## src/rtl/ras_pkg.sv

```systemverilog
// Shared defaults, types and state encoding for the return-address stack.
package ras_pkg;
  localparam int RAS_ADDR_WIDTH = 12;
  localparam int RAS_DEPTH      = 8;
  localparam int RAS_PTR_W      = $clog2(RAS_DEPTH);

  typedef logic [RAS_ADDR_WIDTH-1:0] ras_addr_t;
  typedef logic [RAS_PTR_W-1:0]      ras_ptr_t;

  typedef enum logic [1:0] {
    EMPTY   = 2'd0,
    PARTIAL = 2'd1,
    FULL    = 2'd2
  } ras_state_e;
endpackage

```

## src/rtl/ras_regfile.sv

```systemverilog
// DEPTH x ADDR_WIDTH storage: one synchronous write port, one combinational read port.
module ras_regfile #(
  parameter int ADDR_WIDTH = 12,
  parameter int DEPTH      = 8
) (
  input  logic                     clk,
  input  logic                     we,
  input  logic [$clog2(DEPTH)-1:0] waddr,
  input  logic [ADDR_WIDTH-1:0]    wdata,
  input  logic [$clog2(DEPTH)-1:0] raddr,
  output logic [ADDR_WIDTH-1:0]    rdata
);
  logic [ADDR_WIDTH-1:0] mem_r [DEPTH];

  // Entry write; contents deliberately survive reset.
  always_ff @(posedge clk) begin
    if (we) begin
      mem_r[waddr] <= wdata;
    end
  end

  assign rdata = mem_r[raddr];
endmodule

```

## src/rtl/return_addr_stack.sv

```systemverilog
// Return-address stack: push on JSB, pop on RET, top entry read combinationally.
// Build option: define RAS_WRAP_EN to make a push while full overwrite the oldest entry.
module return_addr_stack
  import ras_pkg::*;
#(
  parameter int ADDR_WIDTH = RAS_ADDR_WIDTH,
  parameter int DEPTH      = RAS_DEPTH
) (
  input  logic                     clk,
  input  logic                     rst,
  input  logic                     push,
  input  logic                     pop,
  input  logic [ADDR_WIDTH-1:0]    push_addr,
  output logic [ADDR_WIDTH-1:0]    top_addr,
  output logic [$clog2(DEPTH):0]   count,
  output logic                     empty,
  output logic                     full,
  output logic                     overflow,
  output logic                     underflow
);
  localparam int PW = $clog2(DEPTH);
  localparam int CW = PW + 1;
  localparam logic [PW-1:0] PTR_ONE  = PW'(1);
  localparam logic [CW-1:0] CNT_ZERO = CW'(0);
  localparam logic [CW-1:0] CNT_ONE  = CW'(1);
  localparam logic [CW-1:0] CNT_FULL = CW'(DEPTH);

  logic [PW-1:0]         sp_r, sp_s;
  logic [CW-1:0]         count_r, count_s;
  ras_state_e            state_r, state_s;
  logic                  overflow_r, overflow_s;
  logic                  underflow_r, underflow_s;
  logic                  we_s;
  logic [PW-1:0]         waddr_s;
  logic [PW-1:0]         top_ptr_s;
  logic [ADDR_WIDTH-1:0] rdata_s;

  assign top_ptr_s = sp_r - PTR_ONE;

  ras_regfile #(
    .ADDR_WIDTH (ADDR_WIDTH),
    .DEPTH      (DEPTH)
  ) u_regfile (
    .clk   (clk),
    .we    (we_s),
    .waddr (waddr_s),
    .wdata (push_addr),
    .raddr (top_ptr_s),
    .rdata (rdata_s)
  );

  // Push/pop/replace decode and next-state computation.
  always_comb begin
    we_s        = 1'b0;
    waddr_s     = sp_r;
    sp_s        = sp_r;
    count_s     = count_r;
    overflow_s  = overflow_r;
    underflow_s = underflow_r;
    case ({push, pop})
      2'b10: begin
        if (state_r == FULL) begin
`ifdef RAS_WRAP_EN
          we_s = 1'b1;
          sp_s = sp_r + PTR_ONE;
`else
          overflow_s = 1'b1;
`endif
        end else begin
          we_s    = 1'b1;
          sp_s    = sp_r + PTR_ONE;
          count_s = count_r + CNT_ONE;
        end
      end
      2'b01: begin
        if (state_r == EMPTY) begin
          underflow_s = 1'b1;
        end else begin
          sp_s    = sp_r - PTR_ONE;
          count_s = count_r - CNT_ONE;
        end
      end
      2'b11: begin
        // Replace the top; an empty stack has no top, so this degenerates to a push.
        we_s = 1'b1;
        if (state_r == EMPTY) begin
          sp_s    = sp_r + PTR_ONE;
          count_s = count_r + CNT_ONE;
        end else begin
          waddr_s = top_ptr_s;
        end
      end
      default: begin
        we_s = 1'b0;
      end
    endcase

    if (count_s == CNT_ZERO) begin
      state_s = EMPTY;
    end else if (count_s == CNT_FULL) begin
      state_s = FULL;
    end else begin
      state_s = PARTIAL;
    end
  end

  // Pointer, occupancy, state and sticky flag registers.
  always_ff @(posedge clk) begin
    if (rst) begin
      sp_r        <= {PW{1'b0}};
      count_r     <= CNT_ZERO;
      state_r     <= EMPTY;
      overflow_r  <= 1'b0;
      underflow_r <= 1'b0;
    end else begin
      sp_r        <= sp_s;
      count_r     <= count_s;
      state_r     <= state_s;
      overflow_r  <= overflow_s;
      underflow_r <= underflow_s;
    end
  end

  assign top_addr  = (state_r == EMPTY) ? {ADDR_WIDTH{1'b0}} : rdata_s;
  assign count     = count_r;
  assign empty     = (state_r == EMPTY);
  assign full      = (state_r == FULL);
  assign overflow  = overflow_r;
  assign underflow = underflow_r;
endmodule

```

## config.mk

```make
export PLATFORM = sky130hd
export DESIGN_NAME = return_addr_stack
export DESIGN_NICKNAME = d
export VERILOG_FILES = /design/src/rtl/ras_pkg.sv /design/src/rtl/ras_regfile.sv /design/src/rtl/return_addr_stack.sv
export SDC_FILE = /design/constraint.sdc
export NUM_CORES = 1
export LEC_CHECK = 0
export CORE_ASPECT_RATIO = 1.1
export CORE_MARGIN = 2
export CORE_UTILIZATION = 62
export CTS_BUF_LIST = sky130_fd_sc_hd__clkbuf_8 sky130_fd_sc_hd__clkbuf_16
export DETAILED_ROUTE_END_ITERATION = 7
export GPL_ROUTABILITY_DRIVEN = 0
export PLACE_DENSITY = 0.84
export SETUP_SLACK_MARGIN = 0.4
export SLEW_MARGIN = 15
export SYNTH_ARGS = -nofsm -noshare
export SYNTH_HDL_FRONTEND = slang
export SYNTH_SLANG_ARGS = --single-unit
```

## constraint.sdc

```tcl
create_clock -name clk -period 4.4 [get_ports clk]
set_input_delay 0.88 -clock clk [delete_from_list [all_inputs] [get_ports clk]]
set_output_delay 0.88 -clock clk [all_outputs]
set_load 0.02 [all_outputs]
```

==> results of run 1 <==
[power by group through the flow]
stage               combinational [mW]  clock [mW]  sequential [mW]
global route                      1.04       0.687             1.28
global placement                 0.939           0             1.28
finish                           0.964       0.643             1.27
detailed placement               0.961           0             1.29
CTS                              0.967       0.652             1.27
floorplan                        0.626           0             1.28
[sequential cells by signal, summed over array words and instances, names as in the netlist]
name and count:
u_regfile.mem_r 96, count 4, sp_r 3, state_r 2
overflow 1, underflow 1
[timing repair]
action,CTS,global route
hold buffers,0,0
resized for setup,0,1
endpoints found under the setup margin,0,6
[cell type report]
type | instances | area share [%]
flip-flops and latches | 107 | 60.47
repair buffers | 47 | 8.823
clock inverters | 7 | 1.901
inverters | 8 | 0.5849
clock buffers | 9 | 2.413
well taps | 85 | 2.072
multi-input cells | 123 | 23.74
[worst reg2reg max path: cells and delay by family (launching register included)]
kind | cells | cell delay [ns]
buf+inv | 1 | 0.26
xor+xnor | 1 | 0.35
flops | 1 | 0.54
simple gates | 4 | 0.85
[worst paths after layout]
check	startpoint	endpoint	slack (ns)	cells past startpoint
setup / recovery	state_r[0]	top_addr[2]	0.65	6
hold / removal	underflow	underflow	0.48	2
setup reg to reg	state_r[0]	u_regfile.mem_r[4][0]	2.10	6
hold reg to reg	underflow	underflow	0.48	2
[layer usage]
layer | global-route usage [%] | part of all wire [%] | vias up
met3 | 4.100 | 6.5 | 10
met4 | 8.333 | 1.2 | 0
met1 | 32.28 | 42 | 1255
li1 | - | - | 1084
met2 | 37.01 | 51 | 108
met5 | 0 | 0 | -
[cell usage after synthesis]
library cell | n | share of area, %
edfxtp_1 | 96 | 65
mux4_2 | 24 | 12
nor2_1 | 16 | 1.4
a22o_1 | 12 | 2.4
dfxtp_1 | 11 | 5.0
a21oi_1 | 8 | 0.91
buf_2 | 8 | 0.91
inv_1 | 7 | 0.59
nand2_1 | 7 | 0.59
clkbuf_1 | 5 | 0.42
nand3_1 | 5 | 0.57
o21ai_0 | 5 | 0.57
ha_1 | 4 | 1.1
nor2b_1 | 4 | 0.57
xnor2_1 | 4 | 0.79
a211oi_1 | 3 | 0.51
a31oi_1 | 2 | 0.28
and2_1 | 2 | 0.28
nand2b_1 | 2 | 0.28
nand3b_1 | 2 | 0.34
nor3_1 | 2 | 0.23
o211ai_1 | 2 | 0.34
xor2_1 | 2 | 0.40
a2111oi_2 | 1 | 0.34
a21boi_0 | 1 | 0.17
a21o_1 | 1 | 0.17
a31oi_4 | 1 | 0.48
and2b_1 | 1 | 0.17
buf_6 | 1 | 0.25
clkbuf_2 | 1 | 0.11
inv_2 | 1 | 0.085
mux2_2 | 1 | 0.25
mux2_4 | 1 | 0.34
nand4_1 | 1 | 0.14
nor3_2 | 1 | 0.23
o21a_1 | 1 | 0.17
o221ai_1 | 1 | 0.20
o22ai_2 | 1 | 0.28
o32ai_1 | 1 | 0.20
or2_1 | 1 | 0.14
or2_2 | 1 | 0.14
or3_1 | 1 | 0.14
or3b_1 | 1 | 0.20
[per-stage QoR]
| stage | setup WS [ns] | util [%] | power (mW) |
|---|---|---|---|
| 2_1_floorplan | 1.114 | - | 1.907 |
| 3_3_place_gp | 0.9806 | 70.47 | 2.221 |
| 3_5_place_dp | 0.8839 | 70.47 | 2.254 |
| 4_1_cts | 0.4550 | 73.65 | 2.887 |
| 5_1_grt | 0.5208 | 73.69 | 3.003 |
| 6_report | 0.6450 | 73.69 | 2.875 |
[cell families (layout without fill, tap and decap cells)]
kind of cell / Yosys count / in the layout / synth area share (%)
simple gates: 47 / 47 / 5.374
buf+inv: 23 / 71 / 2.376
flops: 107 / 107 / 70.14
xor+xnor: 6 / 6 / 1.188
fa+ha+maj: 4 / 4 / 1.131
mux: 26 / 26 / 12.81
compound gates: 40 / 40 / 6.985
==> flow_summary_export.csv, run 1 <==
group,metric,value,unit
status,status,"finished, final reports clean",
layout,final_common_cell,"edfxtp_1",
cts,clockBufferDepth,2,
power_and_ir_drop,switching_share,31.80,%
detailed_routing,via_per_inst,6.365,
layout,final_cell_area,5134,µm²
cts,clock_sinks,107,
layout,drive_above_1_share,20.60,%
sta,fin_skew,0.01227,ns
cts,numCtsBuffers,9,
global_route,track_usage,23.04,%
logic_synthesis,synth_warnings,0,
setup_path,critPathLaunchType,"flip-flop",
power_and_ir_drop,p_sw,0.9143,mW
logic_synthesis,ys_seq_elements,107,
sta,rsz0062_at_grt,"no",
power_and_ir_drop,p_int,1.961,mW
cts,clkSlewWorstSetupHoldPaths,0.11,ns
floorplanning,std_cell_rows,32,
sta,setup_tns,0,ns
layout,final_net_count,316,
layout,diodes,0,
sta,finalCritPeriodShare,85.34,%
cts,cts_tree,"yes",
logic_synthesis,ys_types,43,
layout,n_fill_cell,448,
floorplanning,ios,36,
setup_path,cp.buffers_inverters,3,
placed_design,dpl.cell_count,370,
floorplanning,dieWidth,84.54,µm
setup_path,crit_slowest_cell,"clkdlybuf4s50_1",
global_route,grt_pass1_wl,13.06,mm
logic_synthesis,syn-num-nets,273,
placed_design,portBuffers,35,
setup_path,cpPeakStageDelay,0.62,ns
logic_synthesis,avgSynthCellArea,17.49,µm²
floorplanning,die-area,7828,µm²
setup_path,crit_path_cell_trace,"or2_1 > inv_2 > nor2_1 > buf_4 > a22o_1 > clkdlybuf4s50_1",
detailed_routing,wire_per_inst,22.02,µm
hold_path,hold_path.class,"flip-flop to flip-flop",
power_and_ir_drop,clkPwrFrac,22.4,%
setup_path,required,3.52,ns
placed_design,hpwl,5.311,mm
power_and_ir_drop,powerDensity,560.1,nW/µm²
cts,clock_latency,0.37,ns
global_route,grt_overflow,0,
setup_path,crit_type,"flip-flop to primary output",
layout,final_cell_mix,"edfxtp_1 (96), clkdlybuf4s50_1 (35), mux4_2 (24), nor2_1 (16), a22o_1 (12)",
job,drv_cap,0,
layout,seq_area,3104,µm²
setup_path,critical-path-top-delay-family,"buffers and inverters",
sta,fmax,266.3,MHz
logic_synthesis,ys_seq_area_share,70.14,%
power_and_ir_drop,p_comb_share,33.5,%
setup_path,cp_max_fo,11,
floorplanning,core_area,6967,µm²
placed_design,postPlaceCellArea,4910,µm²
detailed_routing,dr_total_vias,2457,
power_and_ir_drop,power_leakage,1.675,nW
setup_path,cp_data_arrival_time,2.87,ns
floorplanning,die_h,92.60,µm
sta,finalSetupViolations,0,
sta,hold_viol,0,
logic_synthesis,synth_area,4424,µm²
global_route,grt_pass1_vias,2414,
sta,fin_crit,3.755,ns
power_and_ir_drop,power_frac_seq,44.1,%
cts,htree_levels,3,
detailed_routing,drt_wl_total,8.499,mm
floorplanning,start_util,63.51,%
cts,clockRootBuffer,"clkbuf_8",
sta,worst_slew_pin_slew,0.6865,ns
cts,post-cts-setup-buffer-count,0,
detailed_routing,first_pass_iters,6,
logic_synthesis,synth_cells,253,
global_route,antenna_found_initial,0,
global_route,grt_max_degree,30,
layout,fin_cells,386,
detailed_routing,drc_errors,0,
setup_path,endpoint_kind,"primary output",
detailed_routing,drtIter0Drc,171,
sta,maxSlewViolCount,0,
sta,holdWs,0.4800,ns
sta,relSlewSlack,54.23,%
power_and_ir_drop,peakVddDrop,0.3776,mV
layout,area_delta_synth_final,16.03,%
layout,multi_input_area,1219,µm²
detailed_routing,ant_nets,0,
(Power assumes the default switching activity.)
==> run 2: changes to the inputs <==
SYNTH_HIERARCHICAL = 1   (was unset)
==> flow_summary_export.csv, run 2 <==
group,metric,value,unit
detailed_routing,ant_nets,0,
detailed_routing,wire_per_inst,20.69,µm
logic_synthesis,synth_warnings,6,
sta,maxSlewViolCount,0,
logic_synthesis,ys_top_cells_by_count,"edfxtp_1 (96), mux4_1 (21), nor2_1 (17)",
detailed_routing,drc_errors,0,
logic_synthesis,yosysMostFrequentCell,"edfxtp_1",
sta,rsz0062_at_grt,"no",
detailed_routing,via_per_inst,5.961,
placed_design,portBuffers,35,
logic_synthesis,yosys-top-cells-area,"edfxtp_1 (64%), mux4_1 (12%), dfxtp_1 (4.9%)",
layout,final_net_count,318,
job,drv_cap,0,
layout,n_fill_cell,408,
cts,post-cts-setup-buffer-count,0,
sta,setup_tns,0,ns
layout,largest_reg_flops,96,
layout,seq_area,3103,µm²
floorplanning,core_area,7047,µm²
global_route,grt_pass1_wl,12.91,mm
cts,clock_sinks,107,
logic_synthesis,ys_seq_area_share,68.79,%
logic_synthesis,syn-num-nets,271,
logic_synthesis,ys_types,35,
layout,drive_above_1_share,17.49,%
setup_path,endpoint_kind,"primary output",
global_route,track_usage,22.30,%
setup_path,rrSetupSlack,1.69,ns
detailed_routing,dr_total_vias,2313,
logic_synthesis,synth-edff-count,96,
sta,worst_slack,0.5352,ns
cts,cts_tree,"yes",
floorplanning,start_util,64.01,%
sta,hold_viol,0,
placed_design,place_worst_setup_slack,0.8795,ns
layout,regMostFlops,"u_regfile/mem_r",
sta,finalSetupViolations,0,
cts,clockBufferDepth,2,
logic_synthesis,avgSynthCellArea,17.97,µm²
floorplanning,ios,36,
sta,relSlewSlack,50.46,%
setup_path,cp_max_fo,19,
global_route,grt_max_degree,25,
sta,finalCritPeriodShare,87.84,%
cts,clkSlewWorstSetupHoldPaths,0.10,ns
power_and_ir_drop,peakVddDrop,0.4258,mV
global_route,grt_overflow,0,
floorplanning,die_h,93.46,µm
detailed_routing,first_pass_iters,4,
logic_synthesis,synth_area,4511,µm²
power_and_ir_drop,power_leakage,1.823,nW
logic_synthesis,async_flop_share,0,%
layout,final_cell_mix,"edfxtp_1 (96), clkdlybuf4s50_1 (35), mux4_1 (21), nor2_1 (17), mux2_2 (13)",
cts,clockRootBuffer,"clkbuf_8",
logic_synthesis,synth_top_area_share,63.91,%
setup_path,required,3.52,ns
layout,multi_input_area,1334,µm²
status,status,"finished, final reports clean",
logic_synthesis,ys_seq_elements,107,
floorplanning,dieWidth,85.33,µm
logic_synthesis,synth_cells,251,
sta,fin_skew,0.009225,ns
sta,worst_slew_pin_slew,0.7404,ns
cts,clock_latency,0.37,ns
layout,final_common_cell,"edfxtp_1",
setup_path,critPathLaunchType,"flip-flop",
layout,final_core_util,74.40,%
logic_synthesis,ys.flop_type,"edfxtp_1",
cts,htree_levels,3,
floorplanning,die-area,7974,µm²
layout,diodes,0,
hold_path,hold_path.class,"flip-flop to flip-flop",
layout,area_delta_synth_final,16.23,%
cts,numCtsBuffers,9,
setup_path,crit_type,"flip-flop to primary output",
floorplanning,std_cell_rows,32,
global_route,antenna_found_initial,0,
power_and_ir_drop,powerDensity,609.0,nW/µm²
detailed_routing,drt_wl_total,8.029,mm
setup_path,cp_data_arrival_time,2.98,ns
placed_design,hpwl,5.281,mm
sta,fin_crit,3.865,ns
sta,fmax,258.7,MHz
logic_synthesis,yosys.area.top_type,"edfxtp_1",
global_route,grt_pass1_vias,2443,
detailed_routing,drtIter0Drc,119,
[run 2: cell types whose count changed after synthesis, sizes merged, moves of 3 or more]
cell and change:
a211oi -3, a22o -12, a31oi -3, and2 +10, mux2 +11, nand3 -3
[run 2: where the power goes]
group | switching [mW] | internal [mW] | total (mW) | leakage, nW
logic | 0.618 | 0.646 | 1.26 | 0.758
registers | 0.0608 | 1.25 | 1.31 | 0.962
clock network | 0.342 | 0.273 | 0.615 | 0.103
[run 2: final cells by class]
class / count / area share, %
clock inverters: 7 / 1.623
inverters: 8 / 0.5728
flip-flops and latches: 107 / 59.19
repair buffers: 48 / 8.783
multi-input cells: 124 / 25.44
well taps: 85 / 2.029
clock buffers: 9 / 2.363
[run 2: worst max-delay path: stages, from the launching register on]
cell and delay [ns]:
dfxtp_1 0.43, inv_1 0.09, ha_1 0.29, xor2_4 0.30, buf_12 0.20, mux4_1 0.30, mux2_2 0.28, and2_1 0.15
clkdlybuf4s50_1 0.56
[run 2: repair_timing]
item / in CTS / in global routing
setup endpoints to repair: 0 / 10
hold endpoints to repair: 0 / 0
gates resized for setup: 0 / 1
hold buffers: 0 / 0
[run 2: path summary, 6_finish.rpt]
kind              startpoint  cells after the start                     to
hold / removal     underflow                      2              underflow
setup reg to reg  state_r[0]                      6  u_regfile/mem_r[5][1]
hold reg to reg    underflow                      2              underflow
setup / recovery     sp_r[0]                      8            top_addr[7]
[run 2: layer usage]
layer,global-route usage (%),share of wire (%),up-vias
met4,10.19,1.7,0
met5,0,0,-
met2,36.20,51,51
met1,30.14,44,1166
met3,3.442,3.6,12
li1,-,-,1084
[run 2: per-stage QoR]
stage          cells  hold WS, ns  total power, mW  cell area, µm²
2_1_floorplan    251       0.4660            2.177            4511
3_3_place_gp     372       0.4527            2.567            5022
3_5_place_dp     372       0.4574            2.599            5022
4_1_cts          388       0.4812            3.210            5231
5_1_grt          388       0.5022            3.355            5243
6_report         388       0.4762            3.192            5243
[run 2: logic make-up (layout without fill, tap and decap cells)]
family	Yosys count	in the layout	share of synthesized area, %
buffers and inverters	20	72	2.274
multiplexers	39	39	17.42
AO/OA/AOI/OAI	15	15	2.108
adder cells (fa/ha/maj)	6	6	1.581
AND/OR/NAND/NOR	58	58	6.657
flip-flops	107	107	68.79
XOR/XNOR	6	6	1.165
==> run 3: changes to the inputs <==
ABC_CLOCK_PERIOD_IN_PS = 4400   (was unset)
CTS_BUF_LIST = sky130_fd_sc_hd__clkbuf_16   (was sky130_fd_sc_hd__clkbuf_8 sky130_fd_sc_hd__clkbuf_16)
==> flow_summary_export.csv, run 3 (synthesized netlist as in run 2, its figures left out) <==
group,metric,value,unit
cts,clock_latency,0.34,ns
power_and_ir_drop,power_leakage,1.870,nW
placed_design,portBuffers,35,
cts,clockBufferDepth,2,
sta,hold_viol,0,
cts,cts_tree,"yes",
sta,setup_tns,0,ns
global_route,track_usage,22.89,%
floorplanning,die_h,93.46,µm
setup_path,crit_path_cell_trace,"inv_1 > ha_1 > xor2_4 > buf_12 > mux4_1 > mux2_2 > and2_1 > clkdlybuf4s50_1",
global_route,grt_pass1_wl,13.34,mm
sta,fin_skew,0.007308,ns
global_route,grt_pass1_vias,2469,
detailed_routing,drc_errors,0,
floorplanning,start_util,64.01,%
floorplanning,dieWidth,85.33,µm
setup_path,rrSetupSlack,1.65,ns
global_route,grt_overflow,0,
floorplanning,ios,36,
sta,finalCritPeriodShare,88.75,%
power_and_ir_drop,power_frac_seq,38.5,%
setup_path,r2r_cells,6,
setup_path,cp.depth,8,
placed_design,hpwl,5.281,mm
sta,finalSetupViolations,0,
detailed_routing,drt_wl_total,8.189,mm
detailed_routing,via_per_inst,6.162,
sta,worst_slew_pin_slew,0.7120,ns
setup_path,cpPeakStageDelay,0.56,ns
layout,final_net_count,318,
global_route,antenna_found_initial,0,
floorplanning,core_area,7047,µm²
power_and_ir_drop,switching_share,31.07,%
detailed_routing,dr_total_vias,2391,
layout,area_delta_synth_final,18.47,%
setup_path,critPathLaunchType,"flip-flop",
setup_path,endpoint_kind,"primary output",
detailed_routing,drtIter0Drc,216,
power_and_ir_drop,p_comb_share,37.7,%
layout,diodes,0,
power_and_ir_drop,p_int,2.352,mW
floorplanning,std_cell_rows,32,
power_and_ir_drop,clkPwrFrac,23.7,%
sta,holdWs,0.4701,ns
sta,rsz0062_at_grt,"no",
sta,relSlewSlack,52.36,%
power_and_ir_drop,peakVddDrop,0.4002,mV
cts,clock_sinks,107,
detailed_routing,ant_nets,0,
setup_path,cp_max_fo,19,
power_and_ir_drop,powerDensity,638.5,nW/µm²
setup_path,critical-path-top-delay-family,"buffers and inverters",
sta,fin_crit,3.905,ns
layout,regMostFlops,"u_regfile/mem_r",
hold_path,hold_path.class,"flip-flop to flip-flop",
hold_path,min_path_cells,2,
detailed_routing,first_pass_iters,4,
job,drv_cap,0,
sta,fmax,256.1,MHz
layout,final_common_cell,"edfxtp_1",
layout,final_cell_mix,"edfxtp_1 (96), clkdlybuf4s50_1 (35), mux4_1 (21), nor2_1 (17), mux2_2 (13)",
setup_path,cp.buffers_inverters,3,
sta,maxSlewViolCount,0,
detailed_routing,wire_per_inst,21.11,µm
cts,clockRootBuffer,"clkbuf_16",
setup_path,required,3.52,ns
setup_path,crit_slowest_cell,"clkdlybuf4s50_1",
power_and_ir_drop,p_sw,1.060,mW
status,status,"finished, final reports clean",
floorplanning,die-area,7974,µm²
layout,largest_reg_flops,96,
global_route,grt_max_degree,25,
cts,clkSlewWorstSetupHoldPaths,0.07,ns
setup_path,cp_data_arrival_time,3.02,ns
cts,htree_levels,3,
layout,n_fill_cell,394,
setup_path,crit_type,"flip-flop to primary output",
layout,drive_above_1_share,17.49,%
cts,numCtsBuffers,9,
[run 3: cell counts in the layout (fill, tap and decap cells not counted)]
Identical to the previous run, type by type.
[run 3: power by group through the flow]
stage	logic [mW]	registers, mW	clock network [mW]
after global routing	1.38	1.33	0.867
after global placement	1.24	1.33	0
final	1.29	1.31	0.810
after CTS	1.29	1.31	0.825
after floorplan	0.845	1.33	0
after detailed placement	1.26	1.34	0
[run 3: cell type report]
cell class | count | area [µm²] | area share (%)
well taps | 85 | 106.4 | 1.990
clock inverters | 7 | 85.08 | 1.592
repair buffers | 48 | 460.4 | 8.616
multi-input cells | 124 | 1334 | 24.96
clock buffers | 9 | 225.2 | 4.214
inverters | 8 | 30.03 | 0.5619
flip-flops and latches | 107 | 3103 | 58.07
[run 3: repair_timing]
item,in CTS,in global routing
buffers inserted,0,0
hold buffers,0,0
setup endpoints to repair,0,10
gates resized for setup,0,1
[run 3: final timing paths]
kind	from	end
worst min register to register	underflow	underflow
worst max-delay path	sp_r[0]	top_addr[7]
worst max register to register	state_r[0]	u_regfile/mem_r[1][11]
worst min-delay path	underflow	underflow
[run 3: tightest hold or removal path, stage by stage (launching register included)]
cell	delay, ns
dfxtp_1	0.33
a21oi_1	0.04
nor2_1	0.07
[run 3: layer usage]
layer  part of all wire (%)  wire, µm  GRT usage (%)
met1                     40      3265          30.11
met2                     53      4302          37.63
met3                    5.9       487          4.678
met4                    1.6       133          9.524
met5                      0         0              0
[run 3: metrics by stage]
stage	area, µm²	instances	setup slack (ns)	total power [mW]	utilization [%]
global route	5344	388	0.4129	3.581	75.83
finish	5344	388	0.4952	3.412	75.83
CTS	5333	388	0.4281	3.432	75.67
detailed placement	5022	372	0.8795	2.599	71.27
floorplan	4511	251	1.401	2.177	-
global placement	5022	372	0.9380	2.567	71.27
